===== src/rtl/hpdcache_wbuf_timer.sv =====
`default_nettype none
// +--------------------------------------------------------------------------+
// | Module      : hpdcache_wbuf_timer                                        |
// | Description : Per-entry ageing timers for the write-buffer directory.    |
// |               Each entry is FREE, OPEN or PEND. An OPEN entry ages on    |
// |               tick_i. It becomes PEND when its age reaches the threshold |
// |               or when flush_all_i is high. PEND entries are offered to   |
// |               the data path through a round-robin valid/ready port.      |
// | Ports       : clk_i, rst_i (sync, active-high)                           |
// |               tick_i, cfg_threshold_i    : ageing timebase / threshold   |
// |               open_i/open_idx_i          : allocate an entry             |
// |               write_i/write_idx_i        : write merged into an entry    |
// |               flush_all_i                : force all OPEN entries to PEND|
// |               send_valid_o/send_idx_o/send_ready_i : send handshake      |
// |               busy_o                     : some entry is not FREE        |
// | Config      : HPDCACHE_WBUF_TIMER_RESET_ON_WRITE_EN - when defined, a    |
// |               write to an OPEN entry clears its age counter.             |
// | Revision    : 1.0 - initial release                                      |
// +--------------------------------------------------------------------------+
module hpdcache_wbuf_timer #(
   parameter int unsigned DIR_ENTRIES   = 16,
   parameter int unsigned TIMECNT_WIDTH = 4
) (
   input  logic                           clk_i,
   input  logic                           rst_i,
   input  logic                           tick_i,
   input  logic [TIMECNT_WIDTH-1:0]       cfg_threshold_i,
   input  logic                           open_i,
   input  logic [$clog2(DIR_ENTRIES)-1:0] open_idx_i,
   input  logic                           write_i,
   input  logic [$clog2(DIR_ENTRIES)-1:0] write_idx_i,
   input  logic                           flush_all_i,
   output logic                           send_valid_o,
   output logic [$clog2(DIR_ENTRIES)-1:0] send_idx_o,
   input  logic                           send_ready_i,
   output logic                           busy_o
);

   localparam int unsigned IDX_W = $clog2(DIR_ENTRIES);

   typedef enum logic [1:0] {
      ST_FREE = 2'd0,
      ST_OPEN = 2'd1,
      ST_PEND = 2'd2
   } entry_state_e;

   entry_state_e             state_q  [DIR_ENTRIES];
   entry_state_e             state_d  [DIR_ENTRIES];
   logic [TIMECNT_WIDTH-1:0] cnt_q    [DIR_ENTRIES];
   logic [TIMECNT_WIDTH-1:0] cnt_d    [DIR_ENTRIES];
   // An entry spends its first cycle after allocation without ageing or
   // threshold evaluation, so ageing is measured from the cycle after open.
   logic [DIR_ENTRIES-1:0]   settle_q, settle_d;
   logic [IDX_W-1:0]         rr_ptr_q, rr_ptr_d;
   // Once a request is offered, its index is frozen until the handshake so
   // newly pending entries cannot steal an outstanding offer.
   logic                     lock_q, lock_d;
   logic [IDX_W-1:0]         lock_idx_q, lock_idx_d;

   logic [DIR_ENTRIES-1:0]   pend_vec;
   logic [DIR_ENTRIES-1:0]   used_vec;
   logic [IDX_W-1:0]         arb_idx;
   logic                     hs;

`ifndef HPDCACHE_WBUF_TIMER_RESET_ON_WRITE_EN
   logic unused_write;
   assign unused_write = ^{write_i, write_idx_i};
`endif

   always_comb begin
      for (int unsigned i = 0; i < DIR_ENTRIES; i++) begin
         pend_vec[i] = (state_q[i] == ST_PEND);
         used_vec[i] = (state_q[i] != ST_FREE);
      end
   end

   // Round-robin search starting just after the last granted index.
   always_comb begin
      logic             found;
      logic [IDX_W-1:0] cand;
      found   = 1'b0;
      cand    = '0;
      arb_idx = '0;
      for (int unsigned k = 1; k <= DIR_ENTRIES; k++) begin
         cand = rr_ptr_q + IDX_W'(k);
         if (!found && pend_vec[cand]) begin
            found   = 1'b1;
            arb_idx = cand;
         end
      end
   end

   assign send_valid_o = |pend_vec;
   assign send_idx_o   = lock_q ? lock_idx_q : arb_idx;
   assign busy_o       = |used_vec;
   assign hs           = send_valid_o && send_ready_i;

   always_comb begin
      logic granted;
      logic opening;
      granted  = 1'b0;
      opening  = 1'b0;
      settle_d = '0;
      for (int unsigned i = 0; i < DIR_ENTRIES; i++) begin
         state_d[i] = state_q[i];
         cnt_d[i]   = cnt_q[i];
         granted    = hs && (send_idx_o == IDX_W'(i));
         opening    = open_i && (open_idx_i == IDX_W'(i));
         unique case (state_q[i])
            ST_OPEN: begin
               if (!settle_q[i]) begin
                  if (tick_i && (cnt_q[i] != '1)) begin
                     cnt_d[i] = cnt_q[i] + TIMECNT_WIDTH'(1);
                  end
                  if (cnt_q[i] >= cfg_threshold_i) begin
                     state_d[i] = ST_PEND;
                  end
               end
`ifdef HPDCACHE_WBUF_TIMER_RESET_ON_WRITE_EN
               if (write_i && (write_idx_i == IDX_W'(i))) begin
                  cnt_d[i] = '0;
               end
`endif
               if (flush_all_i) begin
                  state_d[i] = ST_PEND;
               end
            end
            ST_PEND: begin
               if (granted) begin
                  state_d[i] = ST_FREE;
               end
            end
            default: begin
            end
         endcase
         // A re-open racing with the handshake of the same entry wins.
         if (opening && ((state_q[i] == ST_FREE) || granted)) begin
            state_d[i]  = ST_OPEN;
            cnt_d[i]    = '0;
            settle_d[i] = 1'b1;
         end
      end
   end

   always_comb begin
      lock_d     = lock_q;
      lock_idx_d = lock_idx_q;
      rr_ptr_d   = rr_ptr_q;
      if (hs) begin
         lock_d   = 1'b0;
         rr_ptr_d = send_idx_o;
      end else if (send_valid_o) begin
         lock_d     = 1'b1;
         lock_idx_d = send_idx_o;
      end
   end

   always_ff @(posedge clk_i) begin
      if (rst_i) begin
         for (int unsigned i = 0; i < DIR_ENTRIES; i++) begin
            state_q[i] <= ST_FREE;
            cnt_q[i]   <= '0;
         end
         settle_q   <= '0;
         rr_ptr_q   <= IDX_W'(DIR_ENTRIES - 1);
         lock_q     <= 1'b0;
         lock_idx_q <= '0;
      end else begin
         for (int unsigned i = 0; i < DIR_ENTRIES; i++) begin
            state_q[i] <= state_d[i];
            cnt_q[i]   <= cnt_d[i];
         end
         settle_q   <= settle_d;
         rr_ptr_q   <= rr_ptr_d;
         lock_q     <= lock_d;
         lock_idx_q <= lock_idx_d;
      end
   end

`ifndef SYNTHESIS
   always_ff @(posedge clk_i) begin
      if (!rst_i && open_i) begin
         assert ((state_q[open_idx_i] == ST_FREE) || (hs && (send_idx_o == open_idx_i)))
            else $error("open_i to busy entry %0d ignored", open_idx_i);
      end
   end
`endif

endmodule
`default_nettype wire

===== config.mk =====
export PLATFORM = sky130hd
export DESIGN_NAME = hpdcache_wbuf_timer
export DESIGN_NICKNAME = d
export VERILOG_FILES = /design/src/rtl/hpdcache_wbuf_timer.sv
export SDC_FILE = /design/constraint.sdc
export NUM_CORES = 1
export LEC_CHECK = 0
export BUFFER_PORTS_ARGS = -buffer_cell sky130_fd_sc_hd__buf_2
export CAP_MARGIN = 10
export CORE_AREA = 5 5 159 161
export CTS_CLUSTER_DIAMETER = 50
export DETAILED_ROUTE_END_ITERATION = 10
export DIE_AREA = 0 0 164 166
export GPL_TIMING_DRIVEN = 0
export PLACE_DENSITY = 0.66
export SYNTH_ARGS = -nofsm -noshare
export SYNTH_HDL_FRONTEND = slang
export SYNTH_SLANG_ARGS = --single-unit

===== constraint.sdc =====
create_clock -name clk_i -period 4.6 [get_ports clk_i]
set_clock_uncertainty 0.15 [all_clocks]
set_input_delay 0.46 -clock clk_i [delete_from_list [all_inputs] [get_ports clk_i]]
set_output_delay 0.46 -clock clk_i [all_outputs]
set_load 0.03 [all_outputs]

==> flow_summary_export.csv <==
group,metric,value,unit
logic_synthesis,ys_top_cells_by_area,"dfxtp_1, ha_1, mux4_2",
setup_path,crit_type,"reg2out",
setup_path,path_cells,"buf_6, buf_12, nor3b_2, nor4_2, or4_4, mux2i_1, nor4_4, buf_4, nand2_1, a32oi_1, o31a_1, nor2_4, inv_6, buf_12, buf_8",
clock_network,h-tree-depth,4,
run_status,status,"complete, but fails checks",
setup_path,cp_data_arrival_time,3.99,ns
clock_network,clk_pin_slew,0.05,ns
logic_synthesis,syn_nets,1356,
floorplanning,design.core.area,23820,um2
global_routing,antenna_found_initial,0,
power_and_ir_drop,power_frac_comb,59.7,%
placed_design,port_buffers,17,
placed_design,place_hpwl,25730,um
final_layout,multiInputGateArea,9112,um2
power_and_ir_drop,power_density,424.6,nW/um2
sta,post-route-period-util,100.1,%
setup_path,setup.worst_path.end_class,"primary output",
logic_synthesis,yosys.area.top_type_share,22.59,%
setup_path,cpMostUsedCell,"buf_12",
logic_synthesis,synth-seq-cells,121,
final_layout,drive_gt1_share,26.14,%
power_and_ir_drop,p_int,3318,uW
logic_synthesis,ys_types,99,
sta,tightest_slew,1.028,ns
sta,fin_setup_tns,-0.007611,ns
routing,drtPass1Iterations,7,
power_and_ir_drop,swShare,44.03,%
run,maxCapViolCount,0,
sta,setup_ws,-0.004976,ns
clock_network,clkLatencyLatePin,0.43,ns
logic_synthesis,synthFlopType,"dfxtp_1",
sta,fmax,217.2,MHz
clock_network,clock_path_buffers,2,
sta,slew_headroom,31.30,%
logic_synthesis,seq_area_frac_synth,22.59,%
sta,hold_violations,0,
power_and_ir_drop,power.net_switching,2611,uW
logic_synthesis,synth_most_common_cell,"nor2_1",
floorplanning,initial_core_util,45.03,%
power_and_ir_drop,total_power,5929,uW
routing,drtAntennaViolNets,0,
setup_path,cp.required,3.99,ns
logic_synthesis,synth-edff-count,0,
floorplanning,die_w,164,um
power_and_ir_drop,peakVddDrop,0.0003988,V
sta,rsz0062_at_grt,"true",
final_layout,area_growth,30.20,%
floorplanning,die_h,166,um
global_routing,grt_start_max_net_pins,17,
clock_network,clock_sinks,121,
setup_path,cpPeakStageDelay,0.54,ns
final_layout,instances_no_fill,1705,
sta,drv_slew,0,
routing,drt_iter0_markers,1060,
final_layout,seqCellArea,2431,um2
placed_design,gp_congestion,1.018,
power_and_ir_drop,p_leak,0.005349,uW
placed_design,pre_cts_ws,-1.274,ns
logic_synthesis,synth_common_cells,"nor2_1, dfxtp_1, ha_1",
clock_network,hold_buffers,0,
setup_path,critPathMaxFanout,10,
global_routing,grt_pass1_vias,10680,
logic_synthesis,synth_area,10730,um2
routing,wl,37600,um
global_routing,grt_overflow,0,
final_layout,num_antenna_cells,0,
routing,num_vias,11010,
logic_synthesis,synth_top_area_cell,"dfxtp_1",
routing,wl_per_cell,22.05,um
power_and_ir_drop,pwr-share-seq,18.4,%
final_layout,layout.nets,1476,
logic_synthesis,syn_area_per_cell,8.580,um2
sta,setup_viol,2,
final_layout,fill_cells,2036,
floorplanning,rows,57,
setup_path,start_kind,"flop",
routing,viasPerCell,6.455,
clock_network,cts_tree,"yes",
power_and_ir_drop,clkPwrFrac,21.9,%
global_routing,grt_pass1_wl,58620,um
floorplanning,dieArea,27220,um2
logic_synthesis,ys.warnings.count,0,
logic_synthesis,netlist_instances,1250,
logic_synthesis,async_flop_share,0,%
run_status,violations,"setup timing",
floorplanning,ioPinCount,25,
routing,drc,0,
clock_network,root_buffer,"clkbuf_16",
sta,finalCriticalPeriod,4.605,ns
global_routing,grt_util_all_layers,26.85,%
placed_design,dp_cells,1591,
clock_network,cts_buffers,17,
worst_hold_path,worstHoldPathType,"reg2reg",
setup_path,critPathSlowestCell,"or4_4",
cells by family (layout without fill, tap and decap cells):
family,Yosys count,count (layout),synth area share [%]
XOR/XNOR,49,51,4.071
AND/OR/NAND/NOR,506,506,26.15
AO/OA/AOI/OAI,324,324,23.50
multiplexers,72,72,9.671
adder cells (fa/ha/maj),87,87,10.15
flip-flops,121,121,22.59
buffers and inverters,91,220,3.873
critical path: cells and delay by family, from the launching register on:
kind	cells	cell delay (ns)
flops	1	0.32
buf+inv	6	0.74
simple gates	6	1.60
compound gates	2	0.48
mux	1	0.40
registers in the layout, indices dropped and copies added, names as in the netlist:
name / count
settle_q: 16
lock_idx_q: 4
cnt_q: 64
rr_ptr_q: 4
lock_q: 1
state_q: 32
stage by stage:
stage               util, %  area, um2  hold slack [ns]
finish                58.62      13960           0.3512
detailed placement    47.29      11260           0.3291
floorplan                 -      10770           0.3011
global placement      47.29      11260           0.3308
global route          58.62      13960           0.3631
CTS                   55.66      13260           0.3432
final cells by class:
class                   count  share of cell area, %
multi-input cells        1040                  65.25
flip-flops and latches    121                  17.41
repair buffers            105                  6.702
clock buffers              22                  3.324
well taps                 324                  2.903
plain buffers              48                  2.374
inverters                  36                  1.254
clock inverters             8                 0.6989
repair inverters            1                0.08064
path summary, 6_finish.rpt:
path / startpoint / endpoint / slack [ns] / cells past startpoint
setup / recovery: rr_ptr_q[0]$_SDFFE_PP1P_ / send_idx_o[3] / -0.005 / 15
hold / removal: lock_idx_q[0]$_SDFFE_PP0P_ / lock_idx_q[0]$_SDFFE_PP0P_ / 0.35 / 2
setup reg to reg: rr_ptr_q[0]$_SDFFE_PP1P_ / cnt_q[1][6]$_SDFFE_PP0P_ / 0.02 / 16
hold reg to reg: lock_idx_q[0]$_SDFFE_PP0P_ / lock_idx_q[0]$_SDFFE_PP0P_ / 0.35 / 2
power by group through the flow:
stage	logic [uW]	clock network, uW	registers, uW
2_1_floorplan	1560	0	1100
3_3_place_gp	2160	0	1110
3_5_place_dp	2170	0	1110
4_1_cts	3090	1310	1090
5_1_grt	3650	1360	1090
6_report	3540	1300	1090
cell usage in the layout (no fill, tap or decap), types with 22 or more instances in the layout:
| cell | n |
|---|---|
| a211oi_1 | 51 |
| o21ai_0 | 33 |
| buf_4 | 73 |
| nor4_4 | 24 |
| nand3_1 | 48 |
| a21oi_1 | 51 |
| nand2_1 | 77 |
| inv_1 | 26 |
| a21o_1 | 36 |
| ha_1 | 82 |
| mux2i_1 | 25 |
| xnor2_1 | 34 |
| clkbuf_1 | 30 |
| mux4_2 | 22 |
| nor2_1 | 123 |
| dfxtp_1 | 118 |
| nand2b_1 | 52 |
| nor3_1 | 22 |
routing by layer:
metal	GRT usage, %	wire length [um]	vias up
li1	-	-	5018
met3	4.790	3193	135
met2	42.67	17470	609
met4	13.46	1850	0
met5	0	0	-
met1	34.90	15090	5244
what timing repair did:
item / CTS / global route
setup endpoints to repair: 124 / 117
gates cloned: 3 / 1
hold endpoints to repair: 0 / 0
buffers inserted: 49 / 39
resized for setup: 179 / 73
pin swaps: 42 / 32
No activity file was read; power rests on OpenSTA's default activity.
